$ cat config.mk
export PLATFORM = sky130hd
export DESIGN_NAME = instr_fetch_flat
export DESIGN_NICKNAME = d
export VERILOG_FILES = /design/src/rtl/instr_fetch_if.sv /design/src/rtl/instr_fetch.sv /design/src/flat_wrapper.sv
export SDC_FILE = /design/constraint.sdc
export NUM_CORES = 1
export LEC_CHECK = 0
export BUFFER_PORTS_ARGS = -buffer_cell sky130_fd_sc_hd__buf_2
export CAP_MARGIN = 10
export CORE_MARGIN = 2
export CORE_UTILIZATION = 54
export DETAILED_ROUTE_END_ITERATION = 10
export GPL_ROUTABILITY_DRIVEN = 0
export GPL_TIMING_DRIVEN = 0
export PLACE_DENSITY = 0.73
export SLEW_MARGIN = 20
export SYNTH_ARGS = -nofsm -noshare
export SYNTH_HDL_FRONTEND = slang
export SYNTH_SLANG_ARGS = --single-unit
$ cat constraint.sdc
create_clock -name clk -period 2.6 [get_ports clk]
set_clock_uncertainty 0.15 [all_clocks]
set_input_delay 0.26 -clock clk [delete_from_list [all_inputs] [get_ports clk]]
set_output_delay 0.26 -clock clk [all_outputs]
set_load 0.01 [all_outputs]
$ cat src/rtl/instr_fetch_if.sv
// Fetch-stage bus: program load port, run control, instruction stream with jump redirect, and status.
interface instr_fetch_if #(
    parameter int IW = 12,
    parameter int AW = 4
);
    logic          prog_clr;
    logic          load_en;
    logic [IW-1:0] load_data;
    logic          load_last;
    logic          start;
    logic          stop;
    logic [IW-1:0] instr_out;
    logic          instr_valid;
    logic          instr_ready;
    logic          jump_en;
    logic [AW-1:0] jump_addr;
    logic [AW-1:0] pc;
    logic [AW:0]   prog_len;
    logic          busy;
    logic          halted;

    // Fetch unit side.
    modport master (
        input  prog_clr, load_en, load_data, load_last, start, stop,
        input  instr_ready, jump_en, jump_addr,
        output instr_out, instr_valid, pc, prog_len, busy, halted
    );

    // Core / loader side.
    modport slave (
        output prog_clr, load_en, load_data, load_last, start, stop,
        output instr_ready, jump_en, jump_addr,
        input  instr_out, instr_valid, pc, prog_len, busy, halted
    );
endinterface

$ cat src/rtl/instr_fetch.sv
// Program buffer streaming IW-bit words to the core under valid/ready, 1-cycle start latency, jump/stop redirect.
// Define HALT_DETECT_EN to stop streaming at words whose top nibble is 4'b1111 (HALT state).
module instr_fetch #(
    parameter int IW    = 12,
    parameter int DEPTH = 16,
    parameter int AW    = 4
) (
    input  logic          clk,
    input  logic          rst,
    instr_fetch_if.master bus
);

`ifdef HALT_DETECT_EN
    typedef enum logic [1:0] {IDLE = 2'd0, RUN = 2'd1, HALT = 2'd2} state_t;
`else
    typedef enum logic [1:0] {IDLE = 2'd0, RUN = 2'd1} state_t;
`endif

    localparam logic [AW:0] FULL = (AW+1)'(DEPTH);

    logic [IW-1:0] mem [DEPTH];
    logic [AW:0]   wr_ptr;
    logic          frozen;
    state_t        state, nxt_state;
    logic [AW-1:0] pc, nxt_pc;
    logic [AW:0]   pc_inc;
    logic [AW-1:0] pc_wrap;
    logic [AW-1:0] jump_tgt;
    logic          load_ok;
    logic          start_ok;

    // The write pointer doubles as program length: both equal the number of stored words.
    assign load_ok  = (state == IDLE) && bus.load_en && !bus.prog_clr && !frozen && (wr_ptr != FULL);
    assign start_ok = bus.start && !bus.load_en && !bus.prog_clr && (wr_ptr != '0);
    assign pc_inc   = {1'b0, pc} + (AW+1)'(1);
    assign pc_wrap  = (pc_inc == wr_ptr) ? '0 : pc_inc[AW-1:0];
    assign jump_tgt = ({1'b0, bus.jump_addr} < wr_ptr) ? bus.jump_addr : '0;

    always_ff @(posedge clk) begin
        if (load_ok) begin
            mem[wr_ptr[AW-1:0]] <= bus.load_data;
        end
    end

    always_ff @(posedge clk or posedge rst) begin
        if (rst) begin
            wr_ptr <= '0;
            frozen <= 1'b0;
        end else if (state == IDLE) begin
            if (bus.prog_clr) begin
                wr_ptr <= '0;
                frozen <= 1'b0;
            end else if (load_ok) begin
                wr_ptr <= wr_ptr + (AW+1)'(1);
                frozen <= bus.load_last;
            end
        end
    end

    always_ff @(posedge clk or posedge rst) begin
        if (rst) begin
            state <= IDLE;
            pc    <= '0;
        end else begin
            state <= nxt_state;
            pc    <= nxt_pc;
        end
    end

    always_comb begin
        nxt_state = state;
        nxt_pc    = pc;
        case (state)
            IDLE: begin
                if (start_ok) begin
                    nxt_state = RUN;
                    nxt_pc    = '0;
                end
            end
            RUN: begin
                // Valid is always high in RUN, so ready alone marks a transfer.
                if (bus.stop) begin
                    nxt_state = IDLE;
                    nxt_pc    = '0;
                end else if (bus.jump_en) begin
                    nxt_pc = jump_tgt;
                end else if (bus.instr_ready) begin
                    nxt_pc = pc_wrap;
                end
            end
`ifdef HALT_DETECT_EN
            HALT: begin
                if (bus.stop) begin
                    nxt_state = IDLE;
                    nxt_pc    = '0;
                end
            end
`endif
            default: begin
                nxt_state = IDLE;
                nxt_pc    = '0;
            end
        endcase
`ifdef HALT_DETECT_EN
        // A marker about to be presented parks the stream with pc on the marker.
        if ((nxt_state == RUN) && (mem[nxt_pc][IW-1:IW-4] == 4'b1111)) begin
            nxt_state = HALT;
        end
`endif
    end

    always_comb begin
        bus.instr_valid = (state == RUN);
        bus.busy        = (state == RUN);
        bus.instr_out   = (state == RUN) ? mem[pc] : '0;
        bus.pc          = pc;
        bus.prog_len    = wr_ptr;
`ifdef HALT_DETECT_EN
        bus.halted      = (state == HALT);
`else
        bus.halted      = 1'b0;
`endif
    end

endmodule

$ cat src/flat_wrapper.sv
// flat-port wrapper written by rule: the top's interface ports become plain ports
module instr_fetch_flat 
#(
    parameter int IW    = 12,
    parameter int DEPTH = 16,
    parameter int AW    = 4
)
  (clk, rst, bus_prog_clr, bus_load_en, bus_load_data, bus_load_last, bus_start, bus_stop, bus_instr_ready, bus_jump_en, bus_jump_addr, bus_instr_out, bus_instr_valid, bus_pc, bus_prog_len, bus_busy, bus_halted);
  instr_fetch_if #(.IW(IW), .AW(AW)) bus_i ();
  input  logic clk;
  input  logic rst;
  input wire logic [$bits(bus_i.prog_clr)-1:0] bus_prog_clr;
  input wire logic [$bits(bus_i.load_en)-1:0] bus_load_en;
  input wire logic [$bits(bus_i.load_data)-1:0] bus_load_data;
  input wire logic [$bits(bus_i.load_last)-1:0] bus_load_last;
  input wire logic [$bits(bus_i.start)-1:0] bus_start;
  input wire logic [$bits(bus_i.stop)-1:0] bus_stop;
  input wire logic [$bits(bus_i.instr_ready)-1:0] bus_instr_ready;
  input wire logic [$bits(bus_i.jump_en)-1:0] bus_jump_en;
  input wire logic [$bits(bus_i.jump_addr)-1:0] bus_jump_addr;
  output wire logic [$bits(bus_i.instr_out)-1:0] bus_instr_out;
  output wire logic [$bits(bus_i.instr_valid)-1:0] bus_instr_valid;
  output wire logic [$bits(bus_i.pc)-1:0] bus_pc;
  output wire logic [$bits(bus_i.prog_len)-1:0] bus_prog_len;
  output wire logic [$bits(bus_i.busy)-1:0] bus_busy;
  output wire logic [$bits(bus_i.halted)-1:0] bus_halted;
  assign bus_i.prog_clr = bus_prog_clr;
  assign bus_i.load_en = bus_load_en;
  assign bus_i.load_data = bus_load_data;
  assign bus_i.load_last = bus_load_last;
  assign bus_i.start = bus_start;
  assign bus_i.stop = bus_stop;
  assign bus_i.instr_ready = bus_instr_ready;
  assign bus_i.jump_en = bus_jump_en;
  assign bus_i.jump_addr = bus_jump_addr;
  assign bus_instr_out = bus_i.instr_out;
  assign bus_instr_valid = bus_i.instr_valid;
  assign bus_pc = bus_i.pc;
  assign bus_prog_len = bus_i.prog_len;
  assign bus_busy = bus_i.busy;
  assign bus_halted = bus_i.halted;
  instr_fetch #(.IW(IW), .DEPTH(DEPTH), .AW(AW)) u_core (.clk(clk), .rst(rst), .bus(bus_i));
endmodule
==> run metrics, run 1 <==
result of the run finished, violations left; violated checks negative setup slack; layout overhead on the synthesized area 20.1%; effective utilization at floorplan 54.7%; routed wire length 17.9 mm; post-DR vias/cell 6.18; Worst setup SP type flop; pre-CTS setup slack -0.130 ns; H-tree depth 1; period utilisation layout 103%; TritonCTS clock tree built; sequential element share of the synthesized area 73.2%; maximum achievable frequency 374 MHz; post-route DRC violation count 0; Setup WS post-layout -0.0754 ns; cells taking the most area after synthesis sky130_fd_sc_hd__edfxtp_1 70%, sky130_fd_sc_hd__mux4_2 13%, sky130_fd_sc_hd__dfrtp_1 3.3%, sky130_fd_sc_hd__mux2i_1 2.9%, sky130_fd_sc_hd__ha_1 1.2%; Worst slew margin 55.0%; total number of vias 4351; power per cell area 857 nW/um^2; initial antenna violation count 0; worst endpoint data arrival time 2.27 ns; Mean Syn Cell Area 20.0 sq um; highest routed metal layer met4; Buffers on Ports 47; routed length on met3 985 um; clock slew seen by the registers of the worst setup and hold paths 0.06 ns; Yosys warnings 0; met1 wire length 7.09 mm; Unique masters post-synth 45; root buffer cell sky130_fd_sc_hd__clkbuf_16; global-route wire length before repair 26.9 mm; Die Outline Area 16300 sq um; synthesized flop and latch total 203; post-synth net total 446; maximum number of pins on one net before global-route repair 17; CP Capture Type output port; cell type with the highest occurrence count on the critical path sky130_fd_sc_hd__buf_12; endpoint of the worst-slack reg-to-reg timing path u_core.bus.prog_len[4]; area leader, netlist sky130_fd_sc_hd__edfxtp_1; final worst path period need 2.68 ns; classification of the worst setup path reg2out; synthesized instance count 413; data required time at the worst endpoint 2.19 ns; # nets final 538; vias in the first global route 4545; worst hold path class in2reg; die width 128 um; height of the die 128 um; Final Non-Filler Cells 704; met2 wire length 9.58 mm; remaining global-route overflow 0; total placed cells including tap cells 660; R2R depth 5; Worst Setup EP bus_instr_out[5]; share of async-settable or async-resettable flops after synthesis 5.42%; Max Root-Sink Buffers 3; detailed placement HPWL 11.4 mm; top-count cell post-synth sky130_fd_sc_hd__edfxtp_1; reg2reg start u_core.bus.prog_len[3]; max_cap viols 0; Syn Std Cell Area 8250 sq um; leakage component of the power 0.00327 uW; crit path max-delay cell type sky130_fd_sc_hd__mux4_2; Antenna Diode Count 0; sequence of cells on the critical path buf_12 -> buf_12 -> mux4_2 -> mux2i_2 -> o22ai_1 -> buf_2; Peak supply drop 0.485 mV; placement row count 45; DR WL/cell 25.4 um; number of detailed-routing iterations run before antenna repair 5; final hold violations 0; Antenna Violating Nets Remaining 0; overall global routing resource usage 22.6%; fraction of final layout cells with drive strength greater than 1 37.6%; first-iteration detailed-routing DRC count 325; stage delay of the slowest cell on the critical path 0.51 ns; Synth top cells by count 192 x sky130_fd_sc_hd__edfxtp_1, 48 x sky130_fd_sc_hd__mux4_2, 24 x sky130_fd_sc_hd__mux2i_1; Synth top area share 69.9%; RSZ-0062 raised after global routing true; final setup violation count 11; post-route total power 8490 uW; max-slew violations 0; Fin Hold WS 0.0171 ns; Core ar. 15100 sq um; number of buffers created by CTS 20; Least-Margin Pin Slew 0.670 ns; clock sink count 203; boundary pin count 49; most instantiated flip-flop cell in the synthesis netlist sky130_fd_sc_hd__edfxtp_1; number of enable-type register cells in the synthesized netlist 192; R2R setup slack 0.02 ns; insertion delay of the later-clocked pin in the worst-skew pair 0.48 ns; Worst Path Max Fanout 10; crit path from u_core.bus.pc[0]
[per-layer routing]
metal  GRT usage (%)  vias to the layer above
met3            3.35                       21
met1            30.7                     2297
met5               0                        -
met4            5.49                        0
met2            39.2                      151
li1                -                     1882
[per-stage QoR]
stage                     instance area, sq um  util, %  setup TNS [ns]
after floorplan                           8250        -          -12.59
after global placement                    8720     57.8         -107.64
after detailed placement                  8870     58.8           -1.99
after CTS                                 9800     65.0          -0.611
after global routing                      9910     65.7           -1.43
final                                     9910     65.7          -0.429
[critical path, delay by kind of cell, from the launching register on]
family	cells	cell delay [ns]
AO/OA/AOI/OAI	1	0.15
multiplexers	2	0.72
flip-flops	1	0.39
buffers and inverters	3	0.52
[state kept, by name, summed over array words and instances (netlist names)]
name	flops
u_core.bus.pc	4
u_core.bus.prog_len	5
u_core.frozen	1
u_core.mem	192
u_core.state	1
[cell families (layout without fill, tap and decap cells)]
family / Yosys count / after routing / share of synthesized area, %
multiplexers: 73 / 73 / 16.2
other: 1 / 1 / 0.0455
XOR/XNOR: 7 / 7 / 0.743
adder cells (fa/ha/maj): 8 / 8 / 1.21
AO/OA/AOI/OAI: 41 / 41 / 3.64
AND/OR/NAND/NOR: 44 / 44 / 2.96
flip-flops: 203 / 203 / 73.2
buffers and inverters: 36 / 139 / 2.02
[where the power goes]
group          leakage [uW]  switching (uW)  internal, uW
clock              0.000306            1120          1660
combinational       0.00109            1030           944
sequential          0.00187            60.5          3680
total               0.00327            2210          6280
[placed cells by master, fill, tap and decap left out, drive strengths merged, types with 2 or more instances in the layout]
cell type and count:
edfxtp 192, buf 79, mux4 48, clkbuf 33
mux2i 24, nor2 13, o22ai 12, dfrtp 11
inv 10, ha 8, dlygate4sd3 8, o21ai 8
clkinv 7, nand2 5, a21oi 5, xnor2 5
a311oi 4, a221o 4, nor3 4, nor4 4
nor2b 3, and3 3, nand3b 2, nor4b 2
nand3 2, xor2 2, bufinv 2
[worst min-delay path by stage]
stage	start	endpoint	slack, ns	cells past startpoint
6_report	bus_load_data[10]	u_core.mem[2][10]	0.02	1
5_1_grt	bus_load_data[11]	u_core.mem[7][11]	0.02	1
4_1_cts	bus_load_data[10]	u_core.mem[2][10]	0.001	1
3_5_place_dp	rst	u_core.bus.prog_len[0]	0.12	2
3_3_place_gp	rst	u_core.bus.prog_len[1]	0.12	2
2_1_floorplan	rst	u_core.bus.pc[0]	-0.04	1
[area by class of cell]
type / count / area, sq um
plain buffers: 25 / 244
clock buffers: 24 / 537
clock inverters: 9 / 88.8
fillers: 970 / 5180
inverters: 10 / 37.5
multi-input cells: 174 / 2270
flip-flops and latches: 203 / 6040
well taps: 188 / 235
repair buffers: 71 / 455
[what timing repair did]
item | 4_1_cts | 5_1_grt
resized for setup | 59 | 19
endpoints found under the hold margin | 17 | 0
gates cloned | 0 | 1
setup buffers | 3 | 0
endpoints found under the setup margin | 35 | 94
pin swaps | 1 | 1
hold buffers | 8 | 0
(Power assumes the default switching activity.)
==> run 2, diff against run 1 <==
CORE_MARGIN = unset   (was 2)
GPL_ROUTABILITY_DRIVEN = unset   (was 0)
==> run metrics, run 2 (synthesis results as in run 1) <==
Clock power frac 33.2%; maximum achievable frequency 374 MHz; post-route DRC violation count 0; root buffer cell sky130_fd_sc_hd__clkbuf_16; TritonCTS clock tree built; post-DR vias/cell 6.13; height of the die 126 um; net switching component of the power 2240 uW; Sw Share 26.0%; effective utilization at floorplan 56.1%; detailed placement HPWL 11.3 mm; vias in the first global route 4537; global routing met2 resource utilization 39.4%; Max Root-Sink Buffers 3; insertion delay of the later-clocked pin in the worst-skew pair 0.48 ns; Least-Margin Pin Slew 0.815 ns; number of detailed-routing iterations run before antenna repair 5; placement row count 44; final core occ 67.6%; violated checks negative setup slack; Buffers on Ports 47; total number of vias 4345; power per cell area 866 nW/um^2; final worst path period need 2.68 ns; Peak supply drop 0.727 mV; # nets final 544; routed wire length 17.8 mm; Core ar. 14700 sq um; period utilisation layout 103%; H-tree depth 1; Worst setup SP type flop; initial antenna violation count 0; die width 126 um; Setup WS post-layout -0.0766 ns; Die Outline Area 15800 sq um; number of buffers created by CTS 21; clock sink count 203; Largest register FFs 192; met1 Usage GRT 32.9%; sequential group share of total power 43.5%; boundary pin count 49; pre-CTS setup slack -0.120 ns; remaining global-route overflow 0; RSZ-0062 raised after global routing true; global-route wire length before repair 27.1 mm; overall global routing resource usage 23.6%; Worst slew margin 45.6%; first-iteration detailed-routing DRC count 422; classification of the worst setup path reg2out; worst endpoint data arrival time 2.27 ns; met3 capacity usage during global routing 3.12%; final setup violation count 11; final hold violations 0; maximum number of pins on one net before global-route repair 17; leading cell type in the layout, fill and taps excluded sky130_fd_sc_hd__edfxtp_1; worst hold path class in2reg; peak-usage layer in the global routing report met2; Worst Path Max Fanout 10; P_int 6360 uW; CP Capture Type output port; Antenna Diode Count 0; leakage component of the power 0.00330 uW; Antenna Violating Nets Remaining 0; clock slew seen by the registers of the worst setup and hold paths 0.06 ns; max_cap viols 0; part of the power in combinational logic 23.3%; total placed cells including tap cells 656; result of the run finished, violations left; fraction of final layout cells with drive strength greater than 1 37.9%; Final Non-Filler Cells 709; max-slew violations 0; GPL Wtd Cong 0.879; data required time at the worst endpoint 2.19 ns; DR WL/cell 25.1 um; highest-count cells in the layout ignoring fill and taps 192 x sky130_fd_sc_hd__edfxtp_1, 56 x sky130_fd_sc_hd__buf_2, 48 x sky130_fd_sc_hd__mux4_2; layout overhead on the synthesized area 20.4%
run 2: metrics by stage:
step	instance area [sq um]	hold WS (ns)	total power, uW	TNS (ns)
after global routing	9940	0.0213	8900	-4.35
after global placement	8710	0.118	5360	-116.98
after detailed placement	8850	0.132	5390	-0.833
after floorplan	8250	-0.0376	4910	-12.59
after CTS	9780	0.00202	8490	-0.666
final	9940	0.0205	8600	-0.578
run 2: path summary, 6_finish.rpt:
kind	from	end	slack (ns)	depth (start not counted)
min in group asynchronous	rst	u_core.bus.prog_len[0]	0.18	3
max	u_core.bus.pc[0]	bus_instr_out[6]	-0.08	6
min	bus_load_data[8]	u_core.mem[12][8]	0.02	1
max reg2reg	u_core.bus.prog_len[3]	u_core.mem[13][9]	0.06	3
max in group asynchronous	rst	u_core.bus.pc[1]	1.79	3
min reg2reg	u_core.frozen	u_core.frozen	0.40	1
run 2: worst max-delay path, stage by stage, from the launching register on:
cell                      delay, ns
sky130_fd_sc_hd__dfrtp_1       0.40
sky130_fd_sc_hd__buf_12        0.17
sky130_fd_sc_hd__buf_12        0.16
sky130_fd_sc_hd__mux4_2        0.51
sky130_fd_sc_hd__mux2i_2       0.21
sky130_fd_sc_hd__o22ai_1       0.14
sky130_fd_sc_hd__buf_2         0.18
run 2: final cells by class:
type                            instances  area (sq um)
Sequential cell                       203          6040
Fill cell                             928          4760
Timing Repair Buffer                   76           495
Inverter                               10          37.5
Multi-Input combinational cell        174          2240
Tap cell                              184           230
Clock inverter                          9           100
Buffer                                 25           240
Clock buffer                           28           552
run 2: timing repair:
| item | in CTS | in global routing |
|---|---|---|
| buffers inserted | 6 | 2 |
| gates cloned | 0 | 1 |
| hold endpoints to repair | 17 | 0 |
| gates resized for setup | 52 | 21 |
| endpoints found under the setup margin | 17 | 83 |
| hold buffers | 8 | 0 |
run 2: per-layer routing:
layer / up-vias / share of wire (%)
li1: 1907 / -
met1: 2233 / 42
met2: 171 / 51
met3: 34 / 5.3
met4: 0 / 2.3
met5: - / 0
run 2: power by group through the flow:
stage	combinational, uW	clock, uW	sequential, uW
2_1_floorplan	1110	0	3800
3_3_place_gp	1560	0	3790
3_5_place_dp	1590	0	3800
4_1_cts	1850	2900	3740
5_1_grt	2150	3000	3750
6_report	2000	2860	3740
==> run 3, diff against run 2 <==
SETUP_SLACK_MARGIN = 0.2   (was unset)
==> run metrics, run 3 (synthesis results as in run 1) <==
maximum number of pins on one net before global-route repair 17; classification of the worst setup path reg2out; detailed placement HPWL 11.2 mm; root buffer cell sky130_fd_sc_hd__clkbuf_16; effective utilization at floorplan 56.1%; TritonCTS clock tree built; post-route total power 8760 uW; Core ar. 14700 sq um; sequence of cells on the critical path buf_12 -> buf_12 -> mux4_2 -> mux2i_1 -> o22ai_1 -> buf_2; total number of vias 4564; Largest register FFs 192; boundary pin count 49; routed wire length 18.8 mm; global-route wire length before repair 27.2 mm; hold depth 1; first-iteration detailed-routing DRC count 470; H-tree depth 1; Worst slew margin 66.1%; clock slew seen by the registers of the worst setup and hold paths 0.06 ns; period utilisation layout 105%; worst endpoint data arrival time 2.33 ns; Least-Margin Pin Slew 0.508 ns; max_cap viols 0; Final Non-Filler Cells 716; leading cell type in the layout, fill and taps excluded sky130_fd_sc_hd__edfxtp_1; crit path max-delay cell type sky130_fd_sc_hd__mux4_2; post-DR vias/cell 6.37; final setup violation count 12; fraction of final layout cells with drive strength greater than 1 41.2%; DR WL/cell 26.3 um; Worst setup SP type flop; Worst Path Max Fanout 9; overall global routing resource usage 23.8%; power per cell area 860 nW/um^2; violated checks design-rule violations, negative setup slack; Antenna Violating Nets Remaining 0; die width 126 um; remaining global-route overflow 0; number of detailed-routing iterations run before antenna repair 8; worst hold path class in2reg; initial antenna violation count 0; pre-CTS setup slack -0.221 ns; cell type with the highest occurrence count on the critical path sky130_fd_sc_hd__buf_12; GPL Wtd Cong 0.837; leakage component of the power 0.00336 uW; Setup WS post-layout -0.141 ns; CP Capture Type output port; layout overhead on the synthesized area 23.6%; # nets final 551; clock sink count 203; insertion delay of the later-clocked pin in the worst-skew pair 0.48 ns; height of the die 126 um; placement row count 44; R2R depth 4; highest-count cells in the layout ignoring fill and taps 192 x sky130_fd_sc_hd__edfxtp_1, 55 x sky130_fd_sc_hd__buf_2, 48 x sky130_fd_sc_hd__mux4_2; post-route DRC violation count 2; Die Outline Area 15800 sq um; Max Root-Sink Buffers 3; Buffers on Ports 47; maximum achievable frequency 365 MHz; number of buffers created by CTS 21; total placed cells including tap cells 655; final worst path period need 2.74 ns; RSZ-0062 raised after global routing true; Antenna Diode Count 0; final hold violations 0; result of the run finished, violations left; Peak supply drop 0.651 mV; max-slew violations 0; vias in the first global route 4619; stage delay of the slowest cell on the critical path 0.51 ns; data required time at the worst endpoint 2.19 ns
-- run 3: changes by cell type in the layout (fill, tap and decap cells not counted), moves of 4 or more --
cell                       delta
sky130_fd_sc_hd__mux2i_1      -5
sky130_fd_sc_hd__clkinv_1     +7
sky130_fd_sc_hd__clkbuf_4     +4
sky130_fd_sc_hd__clkbuf_1     -7
sky130_fd_sc_hd__and3_4       +6
sky130_fd_sc_hd__nor2_4       +4
sky130_fd_sc_hd__mux2i_4      +6
-- run 3: per-layer routing --
metal	share of wire [%]	GRT usage [%]
met2	51	38.6
met3	6.7	2.70
met4	2.9	10.8
met5	0	0
met1	39	33.0
-- run 3: timing repair --
action | 4_1_cts | 5_1_grt
pin swaps | 3 | 5
resized for setup | 79 | 35
hold buffers | 8 | 0
endpoints found under the hold margin | 17 | 0
gates cloned | 0 | 5
buffers inserted | 5 | 6
setup endpoints to repair | 179 | 105
-- run 3: cell type report --
type,count,area (sq um)
Sequential cell,203,6040
Fill cell,871,4500
Multi-Input combinational cell,177,2430
Clock buffer,23,533
Timing Repair Buffer,79,531
Buffer,26,274
Tap cell,184,230
Clock inverter,14,113
Inverter,10,41.3
-- run 3: where the power goes --
part	internal, uW	switching, uW
Combinational	1060	1150
Sequential	3680	60.7
Clock	1670	1150
-- run 3: per-stage QoR --
stage               utilization [%]  cell area (sq um)  TNS (ns)  hold WS (ns)
finish                         69.4              10200    -0.863        0.0151
global placement               59.3               8720   -105.53         0.126
CTS                            67.3               9890    -0.745       0.00120
global route                   69.4              10200     -1.60        0.0102
detailed placement             60.2               8850     -3.00         0.127
floorplan                         -               8250    -12.59       -0.0376
-- run 3: final timing paths --
check | start | end | slack (ns)
max | u_core.bus.pc[0] | bus_instr_out[10] | -0.14
min | bus_load_data[3] | u_core.mem[4][3] | 0.02
max reg2reg | u_core.state[0] | u_core.mem[4][1] | 0.27
min reg2reg | u_core.frozen | u_core.frozen | 0.40
max in group asynchronous | rst | u_core.bus.prog_len[2] | 1.81
min in group asynchronous | rst | u_core.frozen | 0.17
-- run 3: worst max-delay path: cells and delay by family, from the launching register on --
kind | cells | cell delay [ns]
flops | 1 | 0.41
compound gates | 1 | 0.16
mux | 2 | 0.74
buf+inv | 3 | 0.53
